## src/rtl/halt_dump_ctrl.sv

```systemverilog
// Halt detector + data-RAM dump engine: on HALT_WORD drain DRAIN cycles, freeze CPU, stream DEPTH words.
// Latency: freeze DRAIN edges after halt; 3 cycles/word min; backpressure holds dump_data/dump_valid until dump_ready. Optional HALT_DUMP_CYCLES_EN appends cycle count.
module halt_dump_ctrl #(
    parameter int          DEPTH     = 512,
    parameter int          AW        = 9,
    parameter int          DW        = 32,
    parameter int          DRAIN     = 3,
    parameter logic [31:0] HALT_WORD = 32'hffffffff
) (
    input  logic          CLOCK,
    input  logic          reset,
    input  logic [31:0]   instruction,
    output logic          cpu_freeze,
    output logic          mem_rd_en,
    output logic [AW-1:0] mem_addr,
    input  logic [DW-1:0] mem_rdata,
    output logic [DW-1:0] dump_data,
    output logic          dump_valid,
    input  logic          dump_ready,
    output logic          dump_last,
    output logic          done,
    output logic [31:0]   cycles
);

    typedef enum logic [2:0] {
        S_RUN,
        S_DRAIN,
        S_READ,
        S_CAPT,
        S_HOLD,
`ifdef HALT_DUMP_CYCLES_EN
        S_STAT,
`endif
        S_DONE
    } state_t;

    localparam logic [AW-1:0] LAST_ADDR  = AW'(DEPTH - 1);
    localparam logic [3:0]    DRAIN_LOAD = 4'(DRAIN - 1);

    state_t        state;
    state_t        state_nxt;
    logic [AW-1:0] addr;
    logic [3:0]    cnt;
    logic          hs;
    logic          is_last_addr;

    always_ff @(posedge CLOCK or negedge reset) begin
        if (!reset) state <= S_RUN;
        else        state <= state_nxt;
    end

    always_comb begin
        state_nxt    = state;
        mem_rd_en    = 1'b0;
        mem_addr     = '0;
        hs           = dump_valid & dump_ready;
        is_last_addr = (addr == LAST_ADDR);
        case (state)
            S_RUN:   if (instruction == HALT_WORD) state_nxt = S_DRAIN;
            S_DRAIN: if (cnt == 4'd0) state_nxt = S_READ;
            S_READ: begin
                mem_rd_en = 1'b1;
                mem_addr  = addr;
                state_nxt = S_CAPT;
            end
            S_CAPT:  state_nxt = S_HOLD;
            S_HOLD: begin
                if (hs) begin
                    if (!is_last_addr) state_nxt = S_READ;
`ifdef HALT_DUMP_CYCLES_EN
                    else               state_nxt = S_STAT;
`else
                    else               state_nxt = S_DONE;
`endif
                end
            end
`ifdef HALT_DUMP_CYCLES_EN
            S_STAT:  if (hs) state_nxt = S_DONE;
`endif
            S_DONE:  state_nxt = S_DONE;
            default: state_nxt = S_RUN;
        endcase
    end

    always_ff @(posedge CLOCK or negedge reset) begin
        if (!reset) begin
            cycles     <= '0;
            addr       <= '0;
            cnt        <= '0;
            cpu_freeze <= 1'b0;
            dump_data  <= '0;
            dump_valid <= 1'b0;
            dump_last  <= 1'b0;
            done       <= 1'b0;
        end else begin
            case (state)
                S_RUN: begin
                    cycles <= cycles + 32'd1;
                    if (instruction == HALT_WORD) cnt <= DRAIN_LOAD;
                end
                S_DRAIN: begin
                    cycles <= cycles + 32'd1;
                    if (cnt == 4'd0) cpu_freeze <= 1'b1;
                    else             cnt        <= cnt - 4'd1;
                end
                S_CAPT: begin
                    dump_data  <= mem_rdata;
                    dump_valid <= 1'b1;
`ifdef HALT_DUMP_CYCLES_EN
                    dump_last  <= 1'b0;
`else
                    dump_last  <= is_last_addr;
`endif
                end
                S_HOLD: begin
                    if (hs) begin
                        dump_valid <= 1'b0;
                        if (!is_last_addr) begin
                            addr <= addr + AW'(1);
                        end else begin
`ifdef HALT_DUMP_CYCLES_EN
                            // Trailing status word carries the frozen cycle count
                            dump_data  <= DW'(cycles);
                            dump_valid <= 1'b1;
                            dump_last  <= 1'b1;
`else
                            dump_last  <= 1'b0;
                            done       <= 1'b1;
`endif
                        end
                    end
                end
`ifdef HALT_DUMP_CYCLES_EN
                S_STAT: begin
                    if (hs) begin
                        dump_valid <= 1'b0;
                        dump_last  <= 1'b0;
                        done       <= 1'b1;
                    end
                end
`endif
                S_DONE: begin
                    done       <= 1'b1;
                    cpu_freeze <= 1'b1;
                end
                default: ;
            endcase
        end
    end

endmodule

```

## config.mk

```make
export PLATFORM = sky130hd
export DESIGN_NAME = halt_dump_ctrl
export DESIGN_NICKNAME = d
export VERILOG_FILES = /design/src/rtl/halt_dump_ctrl.sv
export SDC_FILE = /design/constraint.sdc
export NUM_CORES = 1
export LEC_CHECK = 0
export ABC_AREA = 1
export CAP_MARGIN = 20
export CORE_MARGIN = 2
export CORE_UTILIZATION = 25
export CTS_BUF_LIST = sky130_fd_sc_hd__clkbuf_8
export DETAILED_ROUTE_END_ITERATION = 10
export GPL_ROUTABILITY_DRIVEN = 0
export PLACE_DENSITY = 0.56
export SLEW_MARGIN = 30
export SYNTH_ARGS = -nofsm -noshare
export SYNTH_HDL_FRONTEND = slang
export SYNTH_SLANG_ARGS = --single-unit
export TNS_END_PERCENT = 50
```

## constraint.sdc

```tcl
create_clock -name CLOCK -period 1.97 [get_ports CLOCK]
set_input_delay 0.591 -clock CLOCK [delete_from_list [all_inputs] [get_ports CLOCK]]
set_output_delay 0.591 -clock CLOCK [all_outputs]
set_load 0.02 [all_outputs]
```

==> impl_metrics.toml <==
[floorplanning]
die-area_mm2 = 0.0176
die_height_um = 133
floorplan.die.width_um = 133
core_area_mm2 = 0.0164
row_count = 47
io_pins = 145
start_util = 0.252

[clock_network]
clock_tree.root_cell = "sky130_fd_sc_hd__clkbuf_8"
htree_levels = 3
clk_pin_slew_ps = 80
cts_sinks = 84
cts_buffer_depth = 2
clock_tree_from_tritoncts = "built"
later_pin_clock_latency_in_the_skew_report_ps = 370
cts_made_buffers = 9

[logic_synthesis]
post_synth_inst_count = 461
synthesis.area_mm2 = 0.00414
post_synth_edffs = 0
synth-seq-area-share = 0.508
synth.lib_cells_used.distinct = 29
synth-seq-cells = 84
count_of_yosys_warnings_during_synthesis = 0
mappedNetlistNets = 532
postSynth.asyncResetShare = 1.00
yosys_most_used_dff = "sky130_fd_sc_hd__dfrtp_1"
synth_area_per_cell_um2 = 8.98

[place]
post-dp-hpwl_um = 7970
portBuffers = 144
placed_cells = 833
dpl_cell_area_mm2 = 0.00593

[timing]
timing.hold.ws_ps = 144
setup_slack_ps = -42.0
clock_skew_ps = 7.65
hold_violations_final = 0
min_period_over_period = 1.02
worst_pin_slew_ps = 509
report.final.slew_viol_count = 0
rsz0062_at_grt = "yes"
finalSetupViolCount = 8
fin_crit_period_ps = 2010
timing.slew.headroom = 0.660
maximum_clock_rate_mhz = 497

[cells_and_area]
number_of_diodes_added_for_antenna_fixing = 0
finished_layout_cell_area_mm2 = 0.00617
total_nets_final = 696
finalNonFillerCells = 850
share_of_cells_above_drive_strength_1 = 0.156
relative_area_change_from_synthesis_to_final_layout_pct = 49.2

[setup_path]
timing.reg2reg.worst_path_depth = 10
path_max_fanout = 10
r2r-start = "addr[0]"
slowest_cell_on_the_critical_path = "sky130_fd_sc_hd__dfrtp_1"
worstReg2RegEnd = "addr[5]"
critPathTopFamily = "flip-flops"
slowest_stage_delay_cp_ps = 420
start_kind = "flip-flop"
timing_worst_setup_path_type = "reg2out"
worst-path-buf-inv = 2
worst-endpoint-arrival_ps = 1420
critical_path.endpoint_type = "primary output"
timing.critical_path.required_ps = 1380
reg2reg_slack_ps = 120
chain_of_cells_forming_the_critical_path = "nor3_4 > inv_4 > nor2_1 > buf_4"

[grt]
grt_antenna_before_repair = 0
first_global_vias = 3693
grt.total_usage = 0.125
grt.overflow.total = 0
grt_first_pass_wirelength_um = 17700
maximum_number_of_pins_on_one_net_before_global_route_repair = 41

[detailed_routing]
routed_wire_length_per_instance_um = 12.3
drt-vias-per-instance = 4.24
first_pass_iters = 4
drt_first_iter_violations = 116
drtAntennaViolNets = 0
post-route-drc-count = 0
wl_um = 10400
total_vias_in_the_final_route = 3608

[run]
maxCapViolCount = 0

[power]
p_per_area_mw_per_mm2 = 561
power.leakage_nw = 3.11
power.ir.vdd_worst_mv = 0.394

[status]
failing_checks = "negative setup slack"
run_status = "finished, violations left"

[hold_path]
min-delay-path-class = "in2async"
[final cells by class]
class | instances | area [um2]
inverter | 55 | 209
tap | 220 | 275
multi-input combinational | 316 | 1810
clock buffer | 10 | 138
timing repair buffer | 159 | 1560
fill | 1657 | 10200
clock inverter | 6 | 78.8
sequential | 84 | 2100
[worst max-delay path by stage]
stage	slack, ps	cells after the start	end	start
after global placement	-100	4	mem_addr[5]	state[2]
after CTS	-60	5	mem_addr[8]	state[1]
after global routing	-120	4	mem_addr[5]	state[2]
after floorplan	20	4	mem_addr[0]	state[1]
after detailed placement	-140	4	mem_addr[8]	state[2]
final	-40	4	mem_addr[4]	state[2]
[per-layer routing]
metal	vias up	wire length (um)	track usage
met5	-	0	0
met4	0	116	0.0358
met3	12	725	0.0467
met2	96	5270	0.212
met1	1715	4340	0.148
li1	1785	-	-
[where the power goes]
part / switching [mW] / total, mW / leakage (nW) / internal (mW)
Clock: 0.634 / 1.37 / 0.117 / 0.738
Sequential: 0.0149 / 1.77 / 1.04 / 1.76
Combinational: 0.125 / 0.319 / 1.95 / 0.194
[through the flow]
stage / total power, mW / setup TNS [ps] / setup slack (ps) / util
2_1_floorplan: 1.89 / 0 / 17.0 / -
4_1_cts: 3.54 / -450 / -62.4 / 0.371
6_report: 3.46 / -98.1 / -42.0 / 0.376
3_3_place_gp: 2.13 / -588 / -99.3 / 0.362
5_1_grt: 3.63 / -892 / -119 / 0.376
3_5_place_dp: 2.14 / -1010 / -139 / 0.362
[cells by family after synthesis]
family	count (synthesis)	share of synthesized area
simple gates	240	0.262
flops	84	0.508
xor+xnor	23	0.0487
mux	32	0.0871
compound gates	17	0.0215
buf+inv	61	0.0602
fa+ha+maj	4	0.0121
[state kept, by name, summed over array words and instances (netlist names)]
name and flops:
dump_last 1, cycles 32, addr 9, cnt 4
state 3, dump_valid 1, cpu_freeze 1, done 1
dump_data 32
[cells in the final DEF, fill, tap and decap left out, drive strengths merged]
cell / synthesis / routed
a21oi: 3 / 3
buf: 6 / 26
bufinv: 0 / 2
clkbuf: 0 / 10
clkdlybuf4s50: 0 / 73
clkinv: 0 / 3
dfrtp: 84 / 84
dlygate4sd2: 0 / 38
dlymetal6s2s: 0 / 22
ha: 4 / 4
inv: 55 / 56
mux2: 32 / 32
nand2: 123 / 123
nand3: 32 / 32
nand3b: 1 / 1
nand4: 11 / 11
nor2: 64 / 64
nor3: 8 / 8
nor4: 1 / 1
o21ai: 12 / 12
o21bai: 1 / 1
o22ai: 1 / 1
xnor2: 10 / 10
xor2: 13 / 13
[what timing repair did]
| action | in CTS | in global routing |
|---|---|---|
| buffers inserted | 0 | 1 |
| gates resized for setup | 90 | 29 |
| endpoints found under the setup margin | 48 | 36 |
| hold buffers | 0 | 0 |
| pin swaps | 1 | 2 |
[synth_stat cells (2+ instances only)]
cell type	count	share of area
sky130_fd_sc_hd__a21oi_1	3	0.0036
sky130_fd_sc_hd__buf_2	4	0.0048
sky130_fd_sc_hd__buf_6	2	0.0054
sky130_fd_sc_hd__dfrtp_1	84	0.51
sky130_fd_sc_hd__ha_1	4	0.012
sky130_fd_sc_hd__inv_1	50	0.045
sky130_fd_sc_hd__inv_2	5	0.0045
sky130_fd_sc_hd__mux2_1	3	0.0082
sky130_fd_sc_hd__mux2_2	29	0.079
sky130_fd_sc_hd__nand2_1	120	0.11
sky130_fd_sc_hd__nand2_2	3	0.0045
sky130_fd_sc_hd__nand3_1	30	0.036
sky130_fd_sc_hd__nand4_1	11	0.017
sky130_fd_sc_hd__nor2_1	54	0.049
sky130_fd_sc_hd__nor2_2	4	0.0060
sky130_fd_sc_hd__nor2_4	6	0.016
sky130_fd_sc_hd__nor3_1	5	0.0060
sky130_fd_sc_hd__nor3_2	2	0.0048
sky130_fd_sc_hd__o21ai_0	11	0.013
sky130_fd_sc_hd__xnor2_1	10	0.021
sky130_fd_sc_hd__xor2_1	13	0.028
Note: power is estimated with default switching activity, not from simulation.
